[src/rtl/seg7_scan_driver.sv]
// seg7_scan_driver
//   Scans six BCD digits from the clock/alarm core onto a 4-digit
//   common-anode 7-segment display. The digits, mode and page select are
//   captured once per scan frame so a frame never shows a mix of old and
//   new values. The field under edit can blink. Alarm mode is marked on
//   the decimal point of the rightmost digit.
//
//   Build option: define SEG7_BLINK_EN to build the blink counter and the
//   field blanking. Without it, pos, edit_en and BLINK_DIV have no effect
//   and every digit is always lit.
//
//   Parameters
//     REFRESH_DIV  clk cycles each digit stays lit (must be >= 2)
//     BLINK_DIV    clk cycles per blink half-period (blink build only)
//
//   Ports
//     clk                 system clock, rising edge
//     rst                 asynchronous active-high reset, blanks display
//     h2 h1 m2 m1 s2 s1   BCD digits (codes 10..15 show a dash)
//     pos                 edit cursor: 0 = minutes field, 1 = hours field
//     mode                0 = clock, 1 = alarm (forces HH:MM page, dp on digit 0)
//     edit_en             blinking of the field under the cursor enabled
//     show_sec            0 = HH:MM page, 1 = MM:SS page
//     seg                 segments {g,f,e,d,c,b,a}, active-low
//     dp                  decimal point, active-low
//     an                  anodes, active-low, an[0] is the rightmost digit
module seg7_scan_driver #(
    parameter int unsigned REFRESH_DIV = 100_000,
    parameter int unsigned BLINK_DIV   = 25_000_000
) (
    input  logic       clk,
    input  logic       rst,
    input  logic [3:0] h2,
    input  logic [3:0] h1,
    input  logic [3:0] m2,
    input  logic [3:0] m1,
    input  logic [3:0] s2,
    input  logic [3:0] s1,
    input  logic       pos,
    input  logic       mode,
    input  logic       edit_en,
    input  logic       show_sec,
    output logic [6:0] seg,
    output logic       dp,
    output logic [3:0] an
);

    localparam int unsigned RCNT_W = (REFRESH_DIV > 1) ? $clog2(REFRESH_DIV) : 1;
    localparam logic [RCNT_W-1:0] RCNT_LAST = RCNT_W'(REFRESH_DIV - 1);

    typedef struct packed {
        logic [3:0] h2;
        logic [3:0] h1;
        logic [3:0] m2;
        logic [3:0] m1;
        logic [3:0] s2;
        logic [3:0] s1;
        logic       mode;
        logic       show_sec;
    } shadow_t;

    logic [RCNT_W-1:0] rcnt_q, rcnt_d;
    logic [1:0]        idx_q, idx_d;
    shadow_t           sh_q, sh_d;
    logic [3:0]        an_q, an_d;
    logic [6:0]        seg_q, seg_d;
    logic              dp_q, dp_d;

    logic              rcnt_wrap;
    logic              frame_start;
    logic              sec_page;
    logic              blank;
    logic [3:0]        cur_digit;

    function automatic logic [6:0] bcd_to_seg(input logic [3:0] v);
        logic [6:0] p;
        case (v)
            4'd0:    p = 7'b1000000;
            4'd1:    p = 7'b1111001;
            4'd2:    p = 7'b0100100;
            4'd3:    p = 7'b0110000;
            4'd4:    p = 7'b0011001;
            4'd5:    p = 7'b0010010;
            4'd6:    p = 7'b0000010;
            4'd7:    p = 7'b1111000;
            4'd8:    p = 7'b0000000;
            4'd9:    p = 7'b0010000;
            default: p = 7'b0111111;  // dash for non-BCD codes
        endcase
        return p;
    endfunction

    // ------------------------------------------------------------------
    // Scan position and frame snapshot
    // ------------------------------------------------------------------
    always_comb begin
        // NOTE: every output of an always_comb gets a value before any
        // branch; a path that leaves one unassigned infers a latch.
        rcnt_wrap   = (rcnt_q == RCNT_LAST);
        rcnt_d      = rcnt_wrap ? '0 : rcnt_q + RCNT_W'(1);
        idx_d       = rcnt_wrap ? idx_q + 2'd1 : idx_q;
        frame_start = (rcnt_q == '0) && (idx_q == 2'd0);
        sh_d        = sh_q;
        if (frame_start) begin
            sh_d = {h2, h1, m2, m1, s2, s1, mode, show_sec};
        end
    end

    // Alarm mode always shows the HH:MM page.
    assign sec_page = sh_q.show_sec & ~sh_q.mode;

    // ------------------------------------------------------------------
    // Blink phase and field blanking
    // ------------------------------------------------------------------
`ifdef SEG7_BLINK_EN
    localparam int unsigned BCNT_W = (BLINK_DIV > 1) ? $clog2(BLINK_DIV) : 1;
    localparam logic [BCNT_W-1:0] BCNT_LAST = BCNT_W'(BLINK_DIV - 1);

    logic [BCNT_W-1:0] bcnt_q, bcnt_d;
    logic              blink_ph_q, blink_ph_d;
    logic              hours_here;
    logic              mins_here;

    always_comb begin
        bcnt_d     = (bcnt_q == BCNT_LAST) ? '0 : bcnt_q + BCNT_W'(1);
        blink_ph_d = (bcnt_q == BCNT_LAST) ? ~blink_ph_q : blink_ph_q;
        // Hours sit on the two left places of the HH:MM page only; minutes
        // sit left on the MM:SS page and right on the HH:MM page.
        hours_here = ~sec_page & idx_q[1];
        mins_here  = sec_page ? idx_q[1] : ~idx_q[1];
        // Cursor and enable are taken live so the edit feedback is immediate.
        blank      = edit_en & blink_ph_q & (pos ? hours_here : mins_here);
    end

    always_ff @(posedge clk or posedge rst) begin
        if (rst) begin
            bcnt_q     <= '0;
            blink_ph_q <= 1'b0;
        end else begin
            bcnt_q     <= bcnt_d;
            blink_ph_q <= blink_ph_d;
        end
    end
`else
    // pos, edit_en and BLINK_DIV have no function in this build; fold them
    // into explicitly unused names.
    localparam int unsigned unused_blink_div = BLINK_DIV;
    logic unused_blink_inputs;
    assign unused_blink_inputs = ^{pos, edit_en};
    assign blank = 1'b0;
`endif

    // ------------------------------------------------------------------
    // Digit select, decode and output register
    // ------------------------------------------------------------------
    always_comb begin
        case (idx_q)
            2'd0:    cur_digit = sec_page ? sh_q.s1 : sh_q.m1;
            2'd1:    cur_digit = sec_page ? sh_q.s2 : sh_q.m2;
            2'd2:    cur_digit = sec_page ? sh_q.m1 : sh_q.h1;
            default: cur_digit = sec_page ? sh_q.m2 : sh_q.h2;
        endcase

        an_d  = an_q;
        seg_d = seg_q;
        dp_d  = dp_q;
        // The edge that sees rcnt == 0 is the one on which idx or the
        // shadows have just changed; holding the drawing there keeps every
        // digit lit for exactly REFRESH_DIV cycles and makes the first
        // digit after reset appear one edge after the shadow load.
        if (rcnt_q != '0) begin
            if (blank) begin
                an_d  = 4'b1111;
                seg_d = 7'b1111111;
                dp_d  = 1'b1;
            end else begin
                an_d  = ~(4'b0001 << idx_q);
                seg_d = bcd_to_seg(cur_digit);
                // Colon substitute on idx 2; alarm marker on idx 0.
                dp_d  = ~((idx_q == 2'd2) | ((idx_q == 2'd0) & sh_q.mode));
            end
        end
    end

    always_ff @(posedge clk or posedge rst) begin
        if (rst) begin
            // NOTE: the shadow registers are reset like any other state so
            // nothing reads X before the first frame snapshot.
            rcnt_q <= '0;
            idx_q  <= 2'd0;
            sh_q   <= '0;
            an_q   <= 4'b1111;
            seg_q  <= 7'b1111111;
            dp_q   <= 1'b1;
        end else begin
            // NOTE: non-blocking assignments so every register samples the
            // pre-edge values regardless of statement order.
            rcnt_q <= rcnt_d;
            idx_q  <= idx_d;
            sh_q   <= sh_d;
            an_q   <= an_d;
            seg_q  <= seg_d;
            dp_q   <= dp_d;
        end
    end

    assign seg = seg_q;
    assign dp  = dp_q;
    assign an  = an_q;

endmodule
[config.mk]
export PLATFORM = sky130hd
export DESIGN_NAME = seg7_scan_driver
export DESIGN_NICKNAME = d
export VERILOG_FILES = /design/src/rtl/seg7_scan_driver.sv
export SDC_FILE = /design/constraint.sdc
export NUM_CORES = 1
export LEC_CHECK = 0
export CORE_MARGIN = 2
export CORE_UTILIZATION = 35
export DETAILED_ROUTE_END_ITERATION = 10
export SETUP_SLACK_MARGIN = 0.2
export SLEW_MARGIN = 25
export SYNTH_ARGS = -nofsm -noshare
export SYNTH_HDL_FRONTEND = slang
export SYNTH_SLANG_ARGS = --single-unit
[constraint.sdc]
create_clock -name clk -period 2.9 [get_ports clk]
set_clock_uncertainty 0.1 [all_clocks]
set_input_delay 0.29 -clock clk [delete_from_list [all_inputs] [get_ports clk]]
set_output_delay 0.29 -clock clk [all_outputs]
set_load 0.01 [all_outputs]
== After elaboration in Yosys (flattened, before gate mapping) ==
Memory sizes are Yosys's and may differ from the RTL's. A register that Yosys moved wholly into a read port is not among the register bits.
Cells that the tools add are included.

* Input port bits: 30
* ROM bits: 112
* Logic and storage cells: 35
* Register bits after elaboration: 50
* Output and inout bits: 12
* Memories kept: 1

* Eq/ne operators: 3
* Reduce and logical (&&, ||, !) cells: 4
* Multiplexer cells: 6
* Shift operators: 1
* Bitwise operators: 6
* Add/subtract/negate cells: 2

{| class="wikitable"
|+ Memory list
! name !! words !! width !! rd ports !! clocked after Yosys merged registers in !! write ports !! line !! RTL
|-
| (no name shown) || 16 || 7 || 1 || 1 || 0 || 77 || <nowiki>case (v)</nowiki>
|}

{| class="wikitable"
|+ Operators with widths
! cell !! count
|-
| $add 17x1->17 const B || 1
|-
| $eq 17x17->1 const B || 1
|-
| $logic_not 17->1 || 1
|-
| $mux 17 || 1
|-
| $reduce_bool 17->1 || 1
|-
| $mux 4 || 4
|-
| $pmux 4 s3 || 1
|-
| $not 4->4 || 1
|-
| $shl 1x2->4 const A || 1
|-
| $add 2x1->2 const B || 1
|-
| $and 1x1->1 || 2
|-
| $eq 2x1->1 const B || 1
|-
| $eq 2x2->1 const B || 1
|-
| $logic_not 2->1 || 1
|-
| $not 1->1 || 2
|-
| $logic_and 1x1->1 || 1
|-
| $or 1x1->1 || 1
|}

== Logic depth before layout (Yosys ltp) ==
Gate-level depths: netlist of the first run.

* Depth in word-level cells: 4
* Mapped depth: 12
* Depth with buffers taken out: 11

== Least setup slack after synthesis of the first run ==
No wires, ideal clock.

* Path kind: flip-flop to flip-flop
* From: register idx_q[0]
* To: register seg_q[3] (netlist: seg[3])
* Path buffers: 1
* Slack: 0.690 ns
* Arrival: 2.033 ns
* Cell stages (with the launch flop): 12
* Period minus slack after synthesis: 2.210 ns
* Required time: 2.723 ns
* Library setup time: 0.077 ns
* Cell sequence: dfrtp_1 -> inv_1 -> ha_1 -> buf_2 -> a22oi_1 -> mux2i_1 -> a2bb2oi_2 -> inv_1 -> ha_1 -> nor2b_1 -> o21bai_1 -> a31oi_1

* Longest elaborated chain between the ends: 2
* Elaborated cells on any way between the ends: 4
* Those cells by class: eq/ne: 2; mux: 1; reduce/logical: 1

{| class="wikitable"
|+ RTL lines
! item !! line !! RTL
|-
| start, declared || 63 || <nowiki>logic [1:0] idx_q, idx_d;</nowiki>
|-
| start signal, assigned || 199 || <nowiki>idx_q <= idx_d;</nowiki>
|-
| $eq 2x2->1 (tied with other cells) || 157 || <nowiki>case (idx_q)</nowiki>
|-
| $pmux 4 s3 (*) || 157 ||
|-
| end, declared || 66 || <nowiki>logic [6:0] seg_q, seg_d;</nowiki>
|}

Mark *: on every way between the ends. The rest lies on a longest branch, timed or not.
A chain may end at the register's enable or synchronous reset.

== Final worst setup path of the first run ==
* From: register idx_q[1]
* To: register seg_q[4] (netlist: seg[4])

The elaborated chain is that of the path after synthesis.

==> summary.txt, run 1 <==
Global routing
  – Global-route wire length before repair: 9722 microns
  – All-Layer GR Usage: 0.1397
  – Initial antenna violation count: 0
  – Pin count of the biggest net entering global routing: 58
  – Vias in the first global route: 2,017
  – Congestion Overflow GR: 0

Final layout
  – Sequential standard cell area: 1441 sq um
  – Synth-to-Final Area Change: 24.23%
  – # diodes: 0
  – Share of cells above drive strength 1: 0.2450
  – Most frequent cells in the layout: dfrtp_1, clkdlybuf4s50_1, nor2_1
  – Commonest non-fill, non-tap cell in the layout: dfrtp_1
  – FILL cells: 790
  – Area of the multi-input gates: 1426 sq um
  – # nets final: 333

Yosys
  – Synthesized flop and latch total: 57
  – Sequential share of the synthesized area: 0.4871
  – Unique cell type count in the Yosys netlist: 47
  – Syn_area_per_cell: approximately 12 sq um
  – Area of the mapped netlist: roughly 3000 sq um
  – Ys Warns: 0
  – Ys async rst share: 1.000
  – EDFF count, synth: 0
  – Post-synth top flop: dfrtp_1
  – Syn_nets: 287
  – Cell count after synthesis: ~250

Timing
  – Minimum clock period: 2485 ps
  – Worst-Margin Slew: 700.7 ps
  – RSZ-0062 raised after global routing: no
  – Max-slew headroom: 0.5329
  – Achievable Freq: between 400 and 500 MHz
  – Slack of the critical path: approximately 420 ps
  – Setup TNS after final layout: 0 ps
  – Max-slew violation count: 0
  – Final-report setup violation count: 0
  – Period utilisation layout: 0.8567
  – Endpoints failing hold: 0
  – Fin Hold WS: 362.2 ps

Die
  – Io pins: 42
  – Die X: 95.95 microns
  – Die height: roughly 96 microns
  – Starting density of the core: 0.3601
  – Die area: just over 9000 sq um
  – Core Area: about 8000 sq um
  – Row cnt: 33

Critical path
  – R2r setup slk: 420 ps
  – CP max FO: 9
  – Worst endpoint data arrival time: ~2700 ps
  – Crit Path Class: reg -> reg
  – Worst EP required: 3070 ps
  – CP startpoint kind: register
  – CP Capture Type: register

Drt
  – Drt first pass iters: 4
  – Routed len/inst: between 10 and 15 microns
  – Starting DRT DRC Count: 65
  – # DRC: 0
  – Post-DRT Antenna Nets: 0
  – Via count: between 1,500 and 2,000
  – Vias per cell: 4.806
  – Total Wirelength: 5575 microns

Placed design
  – Port buffer count: 39
  – DP Worst Slack: 398.8 ps
  – HPWL Detailed: 3922 microns
  – GP Congestion: between 0.7 and 0.8

Flow run
  – Max-cap check violation count: 0

Power
  – Power, Total: approximately 1.8 mW
  – Pleak: 1.662 nW
  – Peak supply drop: 201.3 uV
  – Power Density: roughly 500 nW/um^2

Clock tree
  – CTS buffer count: 9
  – Post-CTS setup buffers: 0
  – Clock tree root buffer cell: clkbuf_8
  – Hold buffer count at CTS: 0
  – CTS tree: done
  – H-tree depth: 3
  – Clk_lat worst skew: 340 ps
  – Clock-pin slew on the worst setup and hold paths: roughly 60 ps
  – Clk buf depth: 2
  – Sink Count: 57

Status
  – Status: completed

Hold path
  – Hold Path Class: in -> async
==> worst max-delay path: stages, from the launching register on <==
cell	delay [ps]
dfrtp_1	390
inv_1	90
ha_1	320
and4b_1	250
a311o_1	320
a2bb2oi_2	160
buf_4	190
ha_1	200
mux2i_1	130
o22ai_1	90
a21oi_1	170
==> routing by layer <==
layer	up-vias	track usage	routed length [microns]
met5	-	0	0
met4	0	0.06429	70
met3	7	0.03837	187
met2	28	0.2092	2527
met1	929	0.1877	2791
li1	973	-	-
==> Yosys cell counts, types with 3 or more instances <==
cell type	count	area, sq um
ha_1	10	125.1
inv_1	6	22.52
nand2_1	16	60.06
dfstp_2	12	315.3
a31oi_1	3	18.77
dfrtp_1	45	1126
xor2_1	9	78.83
nand3_1	8	40.04
and4b_1	4	40.04
a22oi_1	8	60.06
a311o_1	3	30.03
nor2b_1	4	25.02
a21oi_1	8	40.04
buf_2	6	30.03
nor2_1	22	82.58
mux2i_1	8	80.08
nor4_1	3	18.77
mux2_4	21	315.3
mux2_2	6	67.56
xnor2_1	6	52.55
o21ai_0	4	20.02
==> timing repair <==
item | CTS | global route
gates resized for setup | 0 | 2
endpoints found under the hold margin | 0 | 0
setup endpoints to repair | 0 | 1
==> sequential cells by signal, indices dropped and copies added, names as in the netlist <==
register / count
sh_q: 26
rcnt_q: 17
seg: 7
an: 4
idx_q: 2
dp: 1
==> worst paths after layout <==
kind / startpoint / to / cells after the start
max in group asynchronous: rst / sh_q[25]$_DFFE_PP0P_ / 3
worst max-delay path: idx_q[1]$_DFFE_PP0N_ / seg[4]$_DFFE_PP1P_ / 10
min in group clk: seg[1]$_DFFE_PP1P_ / seg[1]$_DFFE_PP1P_ / 2
worst min-delay path: rst / sh_q[19]$_DFFE_PP0P_ / 3
worst max register to register: idx_q[1]$_DFFE_PP0N_ / seg[4]$_DFFE_PP1P_ / 10
worst min register to register: seg[1]$_DFFE_PP1P_ / seg[1]$_DFFE_PP1P_ / 2
==> logic make-up after synthesis <==
logic type / after synthesis / synth area share
XOR/XNOR: 15 / 0.04440
flip-flops: 57 / 0.4871
AND/OR/NAND/NOR: 74 / 0.1349
adder cells (fa/ha/maj): 10 / 0.04228
multiplexers: 35 / 0.1564
buffers and inverters: 18 / 0.03256
AO/OA/AOI/OAI: 38 / 0.1023
==> area by class of cell <==
class                           count  area share
Sequential cell                    57      0.3921
Multi-Input combinational cell    172      0.3880
Timing Repair Buffer               46      0.1205
Clock buffer                       14     0.04697
Tap cell                          105     0.03574
Clock inverter                      2    0.009530
Inverter                            7    0.007148
==> report_power, final <==
group / internal, mW / switching (mW)
clock network: 0.466 / 0.310
registers: 0.836 / 0.0211
logic: 0.109 / 0.0713
total: 1.41 / 0.402
==> through the flow <==
| step | instances | utilization | instance area [sq um] |
|---|---|---|---|
| after floorplan | 247 | - | 2959 |
| after global placement | 387 | 0.4215 | 3463 |
| after detailed placement | 387 | 0.4215 | 3463 |
| after CTS | 403 | 0.4468 | 3671 |
| after global routing | 403 | 0.4474 | 3676 |
| final | 403 | 0.4474 | 3676 |
Power figures use the tool's default switching activity.
==> inputs of run 2 (changes only) <==
- CAP_MARGIN: unset -> 40
- CTS_CLUSTER_DIAMETER: unset -> 40
==> results of run 2 <==
Final layout, timing and power as in run 1 (identical DEF).
==> inputs of run 3 (changes only) <==
- REMOVE_ABC_BUFFERS: unset -> 1
==> run 3 against run 2 <==
Net effect:
- critical path depth is the same
- flip-flop and latch count stayed put
- hold slack got worse by 110 ps
==> summary.txt, run 3 (synthesis gave the netlist of run 1 again) <==
Status
  – Status: completed

Critical path
  – Reg2reg start: idx_q[0]$_DFFE_PP0N_
  – CP max FO: 10
  – Worst R2R Path Depth: 10
  – Slowest-stage cell, CP: dfrtp_1
  – Worst EP required: about 3000 ps
  – WP buf/inv: 2
  – Critical-path cell list: inv_1 -> ha_2 -> a22oi_1 -> mux2i_1 -> a2bb2oi_2 -> inv_1 -> ha_1 -> nor2b_1 -> o21bai_1 -> a31oi_1
  – Worst path depth: 10
  – R2r endpoint: seg[3]$_DFFE_PP1P_
  – Crit Path Class: reg -> reg
  – CP peak stage delay: 420 ps
  – CP Capture Type: register
  – Most common cell on crit path: inv_1
  – R2r setup slk: approximately 430 ps
  – Delay-heaviest family, CP: compound AO/OA/AOI/OAI gates
  – CP startpoint kind: register
  – Worst endpoint data arrival time: 2620 ps

Clock tree
  – Clock tree root buffer cell: clkbuf_8
  – Sink Count: between 50 and 60
  – Hold buffer count at CTS: 0
  – Post_cts resized: 0
  – Post-CTS setup buffers: 0
  – Clk buf depth: 2
  – Clk_lat worst skew: 340 ps
  – H-tree depth: 3
  – CTS buffer count: 9
  – CTS tree: done
  – Clock-pin slew on the worst setup and hold paths: 70 ps

Drt
  – Via count: roughly 2,000
  – Starting DRT DRC Count: 76
  – Post-DRT Antenna Nets: 0
  – Routed len/inst: 14.79 microns
  – Drt first pass iters: 4
  – Vias per cell: 4.905
  – Total Wirelength: between 5000 and 6000 microns
  – # DRC: 0

Die
  – Die area: 9206 sq um
  – Core Area: 8217 sq um
  – Die height: 95.95 microns
  – Row cnt: 33
  – Io pins: 42
  – Die X: about 96 microns
  – Starting density of the core: 0.3601

Timing
  – Slack of the critical path: 430.9 ps
  – Period utilisation layout: 0.8514
  – Worst-Margin Slew: ~620 ps
  – Setup TNS after final layout: 0 ps
  – Max-slew violation count: 0
  – Endpoints failing hold: 0
  – Fin Hold WS: between 200 and 250 ps
  – Achievable Freq: 405.0 MHz
  – Max-slew headroom: 0.5833
  – RSZ-0062 raised after global routing: no
  – Final-report setup violation count: 0
  – Minimum clock period: 2469 ps

Final layout
  – Fin cells: 402
  – Final instance area: 3636 sq um
  – # diodes: 0
  – Biggest register: sh_q
  – Area of the multi-input gates: ~1400 sq um
  – Commonest non-fill, non-tap cell in the layout: dfrtp_1
  – Most frequent cells in the layout: dfrtp_1, clkdlybuf4s50_1, nor2_1
  – Synth-to-Final Area Change: 22.88%
  – Max FFs per register: 26
  – Sequential standard cell area: roughly 1400 sq um
  – FILL cells: roughly 800
  – Share of cells above drive strength 1: 0.2458
  – Post-layout util: 0.4425
  – # nets final: ~330

Global routing
  – Pin count of the biggest net entering global routing: 31
  – Congestion Overflow GR: 0
  – Vias in the first global route: around 2,100
  – Global-route wire length before repair: 10,090 microns
  – All-Layer GR Usage: 0.1449
  – Initial antenna violation count: 0

Power
  – Power, Total: roughly 1.7 mW
  – Pleak: 1.637 nW
  – Peak supply drop: 261.2 uV
  – Power Density: roughly 460 nW/um^2

Placed design
  – Port buffer count: 39
  – DP Worst Slack: ~340 ps
  – Placed instance area: 3468 sq um
  – GP Congestion: approximately 0.73
  – Placed Instances: 386
  – HPWL Detailed: 4108 microns

Hold path
  – Hold Path Class: in -> async

Flow run
  – Max-cap check violation count: 0
run 3: changes by cell type in the layout (fill, tap and decap cells not counted), sizes merged:
cell	delta
clkinv	+3
clkinvlp	+2
bufinv	-1
buf	-1
clkbuf	-4
run 3: final cells by class:
class / instances / area share
repair buffers: 45 / 0.1232
clock inverters: 6 / 0.009635
well taps: 105 / 0.03613
clock buffers: 10 / 0.03510
multi-input cells: 172 / 0.3923
inverters: 7 / 0.007226
flip-flops and latches: 57 / 0.3964
run 3: metal layers:
metal	up-vias	part of all wire	global-route usage
met2	40	0.47	0.2273
met5	-	0	0
met3	10	0.036	0.03289
li1	967	-	-
met1	955	0.48	0.1929
met4	0	0.020	0.06071
run 3: worst max-delay path by stage:
| stage | start | to | slack (ps) |
|---|---|---|---|
| floorplan | rcnt_q[0]$_DFF_PP0_ | idx_q[1]$_DFFE_PP0N_ | 540 |
| global placement | idx_q[0]$_DFFE_PP0N_ | seg[3]$_DFFE_PP1P_ | 340 |
| detailed placement | idx_q[0]$_DFFE_PP0N_ | seg[3]$_DFFE_PP1P_ | 340 |
| CTS | idx_q[0]$_DFFE_PP0N_ | seg[3]$_DFFE_PP1P_ | 300 |
| global route | idx_q[0]$_DFFE_PP0N_ | seg[3]$_DFFE_PP1P_ | 210 |
| finish | idx_q[0]$_DFFE_PP0N_ | seg[3]$_DFFE_PP1P_ | 430 |
run 3: power by group:
group          switching (mW)  leakage, nW  internal (mW)
Clock                   0.320       0.0818          0.303
Sequential             0.0230        0.680          0.836
Combinational          0.0735        0.875          0.109
